--- config.mk ---
export PLATFORM = sky130hd
export DESIGN_NAME = debounce_pulse
export DESIGN_NICKNAME = d
export VERILOG_FILES = /design/src/rtl/debounce_pulse_pkg.sv /design/src/rtl/debounce_pulse_sync_2ff.sv /design/src/rtl/debounce_pulse.sv
export SDC_FILE = /design/constraint.sdc
export NUM_CORES = 1
export LEC_CHECK = 0
export ABC_AREA = 1
export CAP_MARGIN = 20
export CORE_MARGIN = 3
export CORE_UTILIZATION = 35
export DETAILED_ROUTE_END_ITERATION = 12
export GPL_ROUTABILITY_DRIVEN = 1
export HOLD_SLACK_MARGIN = 0.15
export PLACE_DENSITY = 0.57
export RECOVER_POWER = 50
export SYNTH_ARGS = -nofsm -noshare
export SYNTH_HDL_FRONTEND = slang
export SYNTH_HIERARCHICAL = 1
export SYNTH_SLANG_ARGS = --single-unit
--- constraint.sdc ---
create_clock -name clk -period 2.26 [get_ports clk]
set_clock_uncertainty 0.15 [all_clocks]
set_input_delay 0.452 -clock clk [delete_from_list [all_inputs] [get_ports clk]]
set_output_delay 0.452 -clock clk [all_outputs]
set_load 0.01 [all_outputs]
--- src/rtl/debounce_pulse_pkg.sv ---
// Shared state encodings and default constants for the debounce block.
package debounce_pulse_pkg;

    // Debounce FSM states. Bit 1 is the last accepted level and bit 0 marks
    // a qualification window in progress.
    typedef enum logic [1:0] {
        DB_STABLE_LO = 2'b00,
        DB_PEND_HI   = 2'b01,
        DB_STABLE_HI = 2'b10,
        DB_PEND_LO   = 2'b11
    } db_state_e;

    // 10 ms of stable input at 50 MHz.
    localparam int DB_STABLE_CNT_DEF = 500000;
    localparam int DB_CNT_W_DEF      = 19;

endpackage

--- src/rtl/debounce_pulse_sync_2ff.sv ---
// Two-flop synchroniser for a single asynchronous input.
module sync_2ff #(
    parameter logic RESET_VAL = 1'b0
) (
    input  logic clk,
    input  logic rst,
    input  logic d,
    output logic q
);

    logic s1_q;

    // Shift the raw input through two flops to settle metastability.
    always_ff @(posedge clk) begin
        if (rst) begin
            s1_q <= RESET_VAL;
            q    <= RESET_VAL;
        end else begin
            s1_q <= d;
            q    <= s1_q;
        end
    end

endmodule

--- src/rtl/debounce_pulse.sv ---
// Pushbutton conditioner: synchronise, debounce with a consecutive-sample
// counter, and emit a registered level plus one-cycle rise/fall strobes.
module debounce_pulse
    import debounce_pulse_pkg::*;
#(
    parameter int   STABLE_CNT  = DB_STABLE_CNT_DEF,
    parameter int   CNT_W       = DB_CNT_W_DEF,
    parameter logic RESET_LEVEL = 1'b0
) (
    input  logic clk,
    input  logic rst,
    input  logic btn_in,
    output logic btn_level,
    output logic rise_pulse,
    output logic fall_pulse
);

    localparam db_state_e        RESET_STATE = RESET_LEVEL ? DB_STABLE_HI : DB_STABLE_LO;
    localparam logic [CNT_W-1:0] CNT_LAST    = CNT_W'(STABLE_CNT - 1);
    localparam logic [CNT_W-1:0] CNT_ONE     = CNT_W'(1);

    logic             s;
    db_state_e        state_q, state_d;
    logic [CNT_W-1:0] cnt_q, cnt_d;
    logic             level_q, level_d;
    logic             rise_q, rise_d;
    logic             fall_q, fall_d;

    sync_2ff #(
        .RESET_VAL (RESET_LEVEL)
    ) u_sync (
        .clk (clk),
        .rst (rst),
        .d   (btn_in),
        .q   (s)
    );

    // State, counter and output registers; reset wins over any transition.
    always_ff @(posedge clk) begin
        if (rst) begin
            state_q <= RESET_STATE;
            cnt_q   <= '0;
            level_q <= RESET_LEVEL;
            rise_q  <= 1'b0;
            fall_q  <= 1'b0;
        end else begin
            state_q <= state_d;
            cnt_q   <= cnt_d;
            level_q <= level_d;
            rise_q  <= rise_d;
            fall_q  <= fall_d;
        end
    end

    // Next state: count consecutive samples that differ from the accepted
    // level; any sample that agrees again drops back and clears the count.
    always_comb begin
        state_d = state_q;
        cnt_d   = '0;
        level_d = level_q;
        rise_d  = 1'b0;
        fall_d  = 1'b0;
        case (state_q)
            DB_STABLE_LO: begin
                if (s) begin
                    state_d = DB_PEND_HI;
                    cnt_d   = CNT_ONE;
                end
            end
            DB_PEND_HI: begin
                if (!s) begin
                    state_d = DB_STABLE_LO;
                end else if (cnt_q == CNT_LAST) begin
                    state_d = DB_STABLE_HI;
                    level_d = 1'b1;
                    rise_d  = 1'b1;
                end else begin
                    cnt_d = cnt_q + CNT_ONE;
                end
            end
            DB_STABLE_HI: begin
                if (!s) begin
                    state_d = DB_PEND_LO;
                    cnt_d   = CNT_ONE;
                end
            end
            DB_PEND_LO: begin
                if (s) begin
                    state_d = DB_STABLE_HI;
                end else if (cnt_q == CNT_LAST) begin
                    state_d = DB_STABLE_LO;
                    level_d = 1'b0;
                    fall_d  = 1'b1;
                end else begin
                    cnt_d = cnt_q + CNT_ONE;
                end
            end
            default: state_d = RESET_STATE;
        endcase
    end

    assign btn_level  = level_q;
    assign rise_pulse = rise_q;
    assign fall_pulse = fall_q;

endmodule
==> out/qor.txt, run 1 <==
YS warnings = 6
sequential power share = 63.2%
drt drc = 0
Req. time, crit path = 2260 ps
Vias = 1105
Design Area, Final = 0.001450 mm²
async set-reset flop share out of synthesis = 0%
first-pass GRT wire length = 4567 µm
setup_tns = 0 ps
Clk pin slew, worst setup/hold paths = 80 ps
area leader, netlist = dfxtp_1
chip height = 67.30 µm
initial core utilization = 37.91%
Avg Cell Area, Syn = 7.147 µm²
CP Max Fanout = 13
total track usage = 13.09%
DIE AREA = 0.004529 mm²
wire per inst = 10.37 µm
met1 wire length = 1273 µm
Syn Nets = 188
status = completed
Pwr Density = 504.2 mW/mm²
GPL Wtd Cong = 0.8376
post-CTS setup buffer count = 0
routed wl met2 = 1115 µm
I/O Buffers = 5
cts-stage hold buffer count = 0
EDFF count, synth = 0
Max Cap Viol = 0
dpl cell area = 0.001419 mm²
hold crit path type = reg -> reg
fraction of layout cells with a size suffix above 1 = 18.75%
routed wl met3 = 60 µm
post-synth top area share = 39.58%
# setup viols final = 0
RSZ-0062 raised after global routing = no
Layout Nets = 198
DRT Pass-1 Iters = 4
Synth cell types = 27
clock root cell = clkbuf_8
vias in the first global route = 1046
pin count of the biggest net entering global routing = 14
hpwl dp = 1907 µm
top cells by area, synth = dfxtp_1 (40%), nand2_1 (11%), nor2_1 (7.4%)
commonest non-fill, non-tap cell in the layout = nand2_1
CP Capture Type = flip-flop
arrival time worst endpoint = 1920 ps
Leak = 0.0005082 µW
Fin. Hold Viols = 0
# rows = 21
Rel. slew slack = 77.35%
FMAX = 0.5209 GHz
Max Slew Vio Count = 0
Area growth syn-to-layout = 10.28%
switching share of power = 19.91%
initial antenna violation count = 0
Max Used Layer = met4
# fillers = 377
Syn Inst Count = 184
hold_sp = u_sync/s1_q$_SDFF_PP0_
Post-DRT Antenna Nets = 0
DR vias/cell = 4.643
critical path class = reg -> reg
CTS tree = yes
clock sinks = 26
FF-to-FF Start = cnt_q[1]$_SDFF_PP0_
Total Routed Length = 2467 µm
P_int = 585.5 µW
Sw Pwr = 145.6 µW
Yosys reg bits = 26
Seq/Total Area, Yosys = 39.58%
maximum clock insertion buffer count = 2
# IOs = 6
Tmin final = 1920 ps
most frequent cells in the layout = nand2_1 (39), nor2_1 (26), dfxtp_1 (26), inv_1 (17), nor2_2 (15)
core area = 0.003468 mm²
GR Overflow Total = 0
ant diodes = 0
post_cts resized = 0
Startpoint Class = flip-flop
Initial DRC Count = 102
Synth Cell Area = 0.001315 mm²
transition time of the tightest slew-check pin = 339.2 ps
total clock buffers created by CTS = 3
clk_lat worst skew = 260 ps
fin crit share = 84.94%
Die Wd = 67.30 µm
H-tree depth = 1
main flop type after synthesis = dfxtp_1
Critical path origin = cnt_q[1]$_SDFF_PP0_
r2r setup slk = 340 ps
Worst VDD drop = 0.2407 mV
combinational fraction of design power = 2.0%
clock share of power = 34.8%
## final timing paths
check | to | depth (start not counted)
worst max-delay path | cnt_q[11]$_SDFF_PP0_ | 8
worst min-delay path | u_sync/q$_SDFF_PP0_ | 2
worst max register to register | cnt_q[11]$_SDFF_PP0_ | 8
worst min register to register | u_sync/q$_SDFF_PP0_ | 2
## flip-flops by register name, indices dropped and copies added, names as in the netlist, named ones only
| register | cells |
|---|---|
| cnt_q | 19 |
| btn_level | 1 |
| fall_pulse | 1 |
| rise_pulse | 1 |
| state_q | 1 |
| u_sync/q | 1 |
| u_sync/s1_q | 1 |
## critical path, cell delays in order (launching register included)
cell and delay [ps]:
dfxtp_1 360, ha_1 290, nand3_1 150, inv_1 100, nand3_1 160, nor2_4 170
nor2_4 60, inv_2 260, nor2_1 90
## layer usage
metal	global-route usage, %	up-vias
met1	17.47	499
met3	2.662	2
li1	-	594
met5	0	-
met2	20.86	10
met4	4.557	0
## Yosys cell counts, types with 2 or more instances
master and n:
nor2_1 26, inv_1 16, dfxtp_1 26, nand2_1 39
nor2_2 15, inv_2 9, nor3_1 4, nand3_1 10
a21oi_1 5, nor2_4 3, nand4_1 5, o21ai_0 2
nand2_2 3, nand3_2 4, xnor2_1 3, xor2_1 3
## cell type report
type                       count  area (µm²)  share of cell area (%)
tap                           46       57.56                   3.969
timing repair buffer           6       57.56                   3.969
sequential                    26       520.5                   35.89
multi-input combinational    131       675.6                   46.59
inverter                      26       97.59                   6.730
clock buffer                   3       41.29                   2.847
## power groups by stage
stage / clock network [µW] / registers (µW) / logic [µW]
CTS: 268 / 462 / 15.1
floorplan: 0 / 473 / 7.37
global placement: 0 / 473 / 14.9
finish: 254 / 462 / 14.6
detailed placement: 0 / 473 / 15.1
global route: 289 / 463 / 16.9
## cells by family after synthesis
| logic type | synth area share, % |
|---|---|
| AO/OA/AOI/OAI | 4.567 |
| AND/OR/NAND/NOR | 42.63 |
| XOR/XNOR | 3.997 |
| adder cells (fa/ha/maj) | 0.9513 |
| buffers and inverters | 8.277 |
| flip-flops | 39.58 |
## stage by stage
stage,hold slack (ps),instances,utilization [%],power (µW),setup WS [ps]
final,261.0,238,41.81,731.1,340.3
after floorplan,238.3,184,-,480.6,558.7
after CTS,266.7,238,42.10,745.2,398.1
after global placement,252.0,235,40.91,487.7,364.1
after global routing,294.0,238,41.81,768.4,108.7
after detailed placement,253.6,235,40.91,488.0,328.8
Power figures use the tool's default switching activity.
==> run 2, diff against run 1 <==
--- a/config.mk
+++ b/config.mk
@@ -12,7 +12,7 @@
 export DETAILED_ROUTE_END_ITERATION = 12
 export GPL_ROUTABILITY_DRIVEN = 1
 export HOLD_SLACK_MARGIN = 0.15
-export PLACE_DENSITY = 0.57
+export PLACE_DENSITY = 0.59
 export RECOVER_POWER = 50
 export SYNTH_ARGS = -nofsm -noshare
 export SYNTH_HDL_FRONTEND = slang
==> constraint.sdc (replaced) <==
create_clock -name clk -period 1.7 [get_ports clk]
set_clock_uncertainty 0.15 [all_clocks]
set_input_delay 0.34 -clock clk [delete_from_list [all_inputs] [get_ports clk]]
set_output_delay 0.34 -clock clk [all_outputs]
set_load 0.01 [all_outputs]
==> out/qor.txt, run 2 (same netlist as run 1, synthesis figures left out) <==
Worst VDD drop = 0.2476 mV
Clk pin slew, worst setup/hold paths = 80 ps
setup_tns = 0 ps
clock root cell = clkbuf_8
hpwl dp = 1925 µm
DIE AREA = 0.004529 mm²
Req. time, crit path = 1210 ps
RSZ-0062 raised after global routing = no
Initial DRC Count = 43
Critical path origin = btn_level$_SDFFE_PP0P_
total clock buffers created by CTS = 3
max reg flops = 19
Fin. Hold Viols = 0
core area = 0.003468 mm²
total track usage = 12.09%
wire per inst = 10.01 µm
Total Routed Length = 2432 µm
CP Capture Point = btn_level
FF-to-FF End = cnt_q[9]$_SDFF_PP0_
fin crit share = 95.16%
critical path class = reg -> out
clock sinks = 26
Slowest-stage cell, CP = clkdlybuf4s50_1
Layout Nets = 202
Max Cap Viol = 0
most frequent cells in the layout = nand2_1 (39), nor2_1 (30), dfxtp_1 (26), inv_1 (16), nor2_2 (12)
maximum clock insertion buffer count = 2
Vias = 1106
Worst Reg2Reg Path Length in Cells = 8
Die Wd = 67.30 µm
# rows = 21
cts-stage hold buffer count = 0
status = completed
transition time of the tightest slew-check pin = 242.8 ps
# IOs = 6
Rel. slew slack = 83.66%
critical path depth = 1
CP Capture Type = output port
hold crit path type = reg -> reg
placed insts = 239
Pwr Density = 687.9 mW/mm²
DR vias/cell = 4.551
worst hold margin = 253.4 ps
pin count of the biggest net entering global routing = 15
chip height = 67.30 µm
GR Overflow Total = 0
Post-DRT Antenna Nets = 0
commonest non-fill, non-tap cell in the layout = nand2_1
r2r setup slk = 130 ps
arrival time worst endpoint = 1130 ps
critical path's largest stage delay = 530 ps
# setup viols final = 0
CP Max Fanout = 2
I/O Buffers = 5
Startpoint Class = flip-flop
fraction of layout cells with a size suffix above 1 = 20.30%
non-filler cells, final = 243
CTS tree = yes
H-tree depth = 1
drt drc = 0
crit-path cells = clkdlybuf4s50_1
Crit path buffers/inverters = 1
clk_lat worst skew = 270 ps
Max Slew Vio Count = 0
FF-to-FF Start = cnt_q[1]$_SDFF_PP0_
CP top delay family = buffers and inverters
Tmin final = 1618 ps
GPL Wtd Cong = 0.8338
# fillers = 375
initial core utilization = 37.91%
initial antenna violation count = 0
ant diodes = 0
DRT Pass-1 Iters = 4
vias in the first global route = 976
FMAX = 0.6181 GHz
Largest Register = cnt_q
first-pass GRT wire length = 4160 µm
Area growth syn-to-layout = 14.27%
Leak = 0.0005203 µW
-- run 2: cell count changes in the layout (fill, tap and decap cells not counted), moves of 2 or more --
| cell | before | now |
|---|---|---|
| clkdlybuf4s50_1 | 1 | 4 |
| nor2_2 | 15 | 12 |
| nor2_1 | 26 | 30 |
| dlygate4sd3_1 | 4 | 1 |
| buf_4 | 1 | 3 |
| nand3_2 | 2 | 4 |
| nand3_1 | 12 | 10 |
-- run 2: metal layers --
| layer | global-route usage (%) | share of wire [%] |
|---|---|---|
| met1 | 15.38 | 53 |
| met2 | 19.63 | 43 |
| met3 | 1.498 | 1.8 |
| met4 | 6.835 | 2.6 |
| met5 | 0 | 0 |
-- run 2: worst min path at each step --
stage / start / endpoint / slack, ps / depth (start not counted)
after floorplan: u_sync/s1_q$_SDFF_PP0_ / u_sync/q$_SDFF_PP0_ / 240 / 2
after global placement: u_sync/s1_q$_SDFF_PP0_ / u_sync/q$_SDFF_PP0_ / 240 / 2
after detailed placement: u_sync/s1_q$_SDFF_PP0_ / u_sync/q$_SDFF_PP0_ / 240 / 2
after CTS: u_sync/s1_q$_SDFF_PP0_ / u_sync/q$_SDFF_PP0_ / 260 / 2
after global routing: u_sync/s1_q$_SDFF_PP0_ / u_sync/q$_SDFF_PP0_ / 300 / 2
final: u_sync/s1_q$_SDFF_PP0_ / u_sync/q$_SDFF_PP0_ / 250 / 2
-- run 2: per-stage QoR --
stage	worst slack (ps)	area [µm²]	power [µW]	util (%)
2_1_floorplan	30.12	1318	638.9	-
3_3_place_gp	15.78	1464	651.1	42.21
3_5_place_dp	-18.00	1464	651.0	42.21
4_1_cts	16.96	1519	1061	43.80
5_1_grt	26.15	1503	1079	43.33
6_report	82.25	1503	1034	43.33
-- run 2: layout make-up --
class | count | area [µm²] | share of cell area [%]
multi-input cells | 131 | 673.1 | 44.80
repair buffers | 10 | 96.34 | 6.411
well taps | 46 | 57.56 | 3.830
clock buffers | 4 | 55.05 | 3.664
inverters | 26 | 100.1 | 6.661
flip-flops and latches | 26 | 520.5 | 34.64
-- run 2: repair_timing --
item,CTS,global route
resized for setup,0,2
setup buffers,0,0
endpoints found under the hold margin,0,0
setup endpoints to repair,0,13
-- run 2: report_power, final --
group	switching, µW	internal [µW]
clock network	192	207
registers	2.57	612
logic	11.2	8.89
total	206	828
==> run 3, diff against run 2 <==
==> constraint.sdc (replaced) <==
create_clock -name clk -period 1.7 [get_ports clk]
set_clock_uncertainty 0.15 [all_clocks]
set_input_delay 0.34 -clock clk [delete_from_list [all_inputs] [get_ports clk]]
set_output_delay 0.34 -clock clk [all_outputs]
set_load 0.1 [all_outputs]
==> out/qor.txt, run 3 (same netlist as run 1, synthesis figures left out) <==
DIE AREA = 0.004529 mm²
grt met3 use = 2.496%
commonest non-fill, non-tap cell in the layout = nand2_1
pin count of the biggest net entering global routing = 15
maximum clock insertion buffer count = 2
ant diodes = 0
met2 usage = 17.67%
max reg flops = 19
DRT Pass-1 Iters = 4
Pwr Density = 678.1 mW/mm²
hold crit path type = reg -> reg
FF-to-FF Start = cnt_q[1]$_SDFF_PP0_
chip height = 67.30 µm
RSZ-0062 raised after global routing = no
busiest grt layer = met2
Area growth syn-to-layout = 14.84%
CP top delay family = simple AND/OR/NAND/NOR gates
I/O Buffers = 5
Tmin final = 1597 ps
Worst Reg2Reg Path Length in Cells = 8
Req. time, crit path = 1720 ps
first-pass GRT wire length = 4064 µm
transition time of the tightest slew-check pin = 540.9 ps
Clk pin slew, worst setup/hold paths = 80 ps
CP Capture Type = flip-flop
clk_lat worst skew = 260 ps
crit-path cells = ha_1 > nand3_1 > inv_2 > nand3_2 > nor2_4 > nor2_4 > buf_12 > and3_1
GR Overflow Total = 0
Vias = 1109
most frequent cells in the layout = nand2_1 (39), nor2_1 (26), dfxtp_1 (26), inv_1 (16), nor2_2 (15)
initial antenna violation count = 0
CP Max Fanout = 4
Total Routed Length = 2502 µm
non-filler cells, final = 245
hpwl dp = 2011 µm
H-tree depth = 1
Top cell by count, worst path = nor2_4
Initial DRC Count = 66
placed insts = 241
total track usage = 11.75%
Post-DRT Antenna Nets = 0
Fin. Hold Viols = 0
fin crit share = 93.95%
drt drc = 0
Rel. slew slack = 64.10%
core area = 0.003468 mm²
FMAX = 0.6261 GHz
arrival time worst endpoint = 1610 ps
DR vias/cell = 4.527
FF-to-FF End = cnt_q[9]$_SDFF_PP0_
critical path's largest stage delay = 360 ps
# rows = 21
# IOs = 6
Finished Core Util = 43.54%
Crit path buffers/inverters = 2
Max Cap Viol = 0
# setup viols final = 0
r2r setup slk = 100 ps
status = completed
GPL Wtd Cong = 0.8297
clock root cell = clkbuf_8
critical path class = reg -> reg
Slowest-stage cell, CP = dfxtp_1
met1 GRT Util = 16.90%
Largest Register = cnt_q
hold_sp = u_sync/s1_q$_SDFF_PP0_
hold endpoint = u_sync/q$_SDFF_PP0_
clock sinks = 26
Leak = 0.0005390 µW
wire per inst = 10.21 µm
Startpoint Class = flip-flop
hold depth = 2
initial core utilization = 37.91%
fraction of layout cells with a size suffix above 1 = 23.62%
Max Slew Vio Count = 0
vias in the first global route = 946
total clock buffers created by CTS = 3
Die Wd = 67.30 µm
CTS tree = yes
Worst VDD drop = 0.2438 mV
Layout Nets = 204
==> run 3: cell types whose count changed in the layout (fill, tap and decap cells not counted), sizes merged <==
cell	previous run	this run
clkbuf	5	7
clkdlybuf4s50	4	1
buf	4	7
==> run 3: worst reg2reg max path, stage by stage, from the launching register on <==
cell	delay [ps]
dfxtp_1	360
ha_1	170
nand3_1	130
inv_2	90
nand3_2	100
nor2_4	160
nor2_4	70
buf_12	120
and3_1	150
==> run 3: what timing repair did <==
action	CTS	global route
endpoints found under the setup margin	0	13
hold buffers	0	0
gates resized for setup	0	2
setup buffers	0	0
==> run 3: power breakdown <==
| part | total, µW | internal (µW) | switching [µW] |
|---|---|---|---|
| Sequential | 614 | 612 | 2.43 |
| Combinational | 21.0 | 8.95 | 12.0 |
| Clock | 389 | 207 | 182 |
| Total | 1020 | 827 | 197 |
==> run 3: through the flow <==
step | setup TNS, ps | instance area (µm²) | hold WS, ps | total power [µW] | setup WS (ps)
6_report | 0 | 1510 | 261.3 | 1024 | 102.9
5_1_grt | 0 | 1510 | 298.9 | 1068 | 7.306
4_1_cts | 0 | 1564 | 266.1 | 1047 | 13.36
3_5_place_dp | -22.86 | 1509 | 253.6 | 651.3 | -22.86
3_3_place_gp | 0 | 1509 | 241.2 | 651.0 | 19.71
2_1_floorplan | 0 | 1318 | 238.3 | 638.9 | 30.12
==> run 3: layout make-up <==
| class | count | area [µm²] |
|---|---|---|
| well taps | 46 | 57.56 |
| clock buffers | 4 | 55.05 |
| repair buffers | 12 | 96.34 |
| fillers | 379 | 1958 |
| multi-input cells | 131 | 680.7 |
| flip-flops and latches | 26 | 520.5 |
| inverters | 26 | 100.1 |
==> run 3: worst max path at each step <==
stage	depth (start not counted)	endpoint	startpoint	slack [ps]
2_1_floorplan	9	cnt_q[15]$_SDFF_PP0_	cnt_q[0]$_SDFF_PP0_	30
3_3_place_gp	6	cnt_q[7]$_SDFF_PP0_	rst	20
3_5_place_dp	6	cnt_q[7]$_SDFF_PP0_	rst	-20
4_1_cts	8	cnt_q[12]$_SDFF_PP0_	cnt_q[1]$_SDFF_PP0_	10
5_1_grt	8	cnt_q[12]$_SDFF_PP0_	cnt_q[1]$_SDFF_PP0_	7
6_report	8	cnt_q[9]$_SDFF_PP0_	cnt_q[1]$_SDFF_PP0_	100
==> run 3: layer usage <==
layer  share of wire [%]  wire [µm]
met3                 2.1         52
met1                  53       1336
met4                0.32          8
met2                  44       1104
met5                   0          0
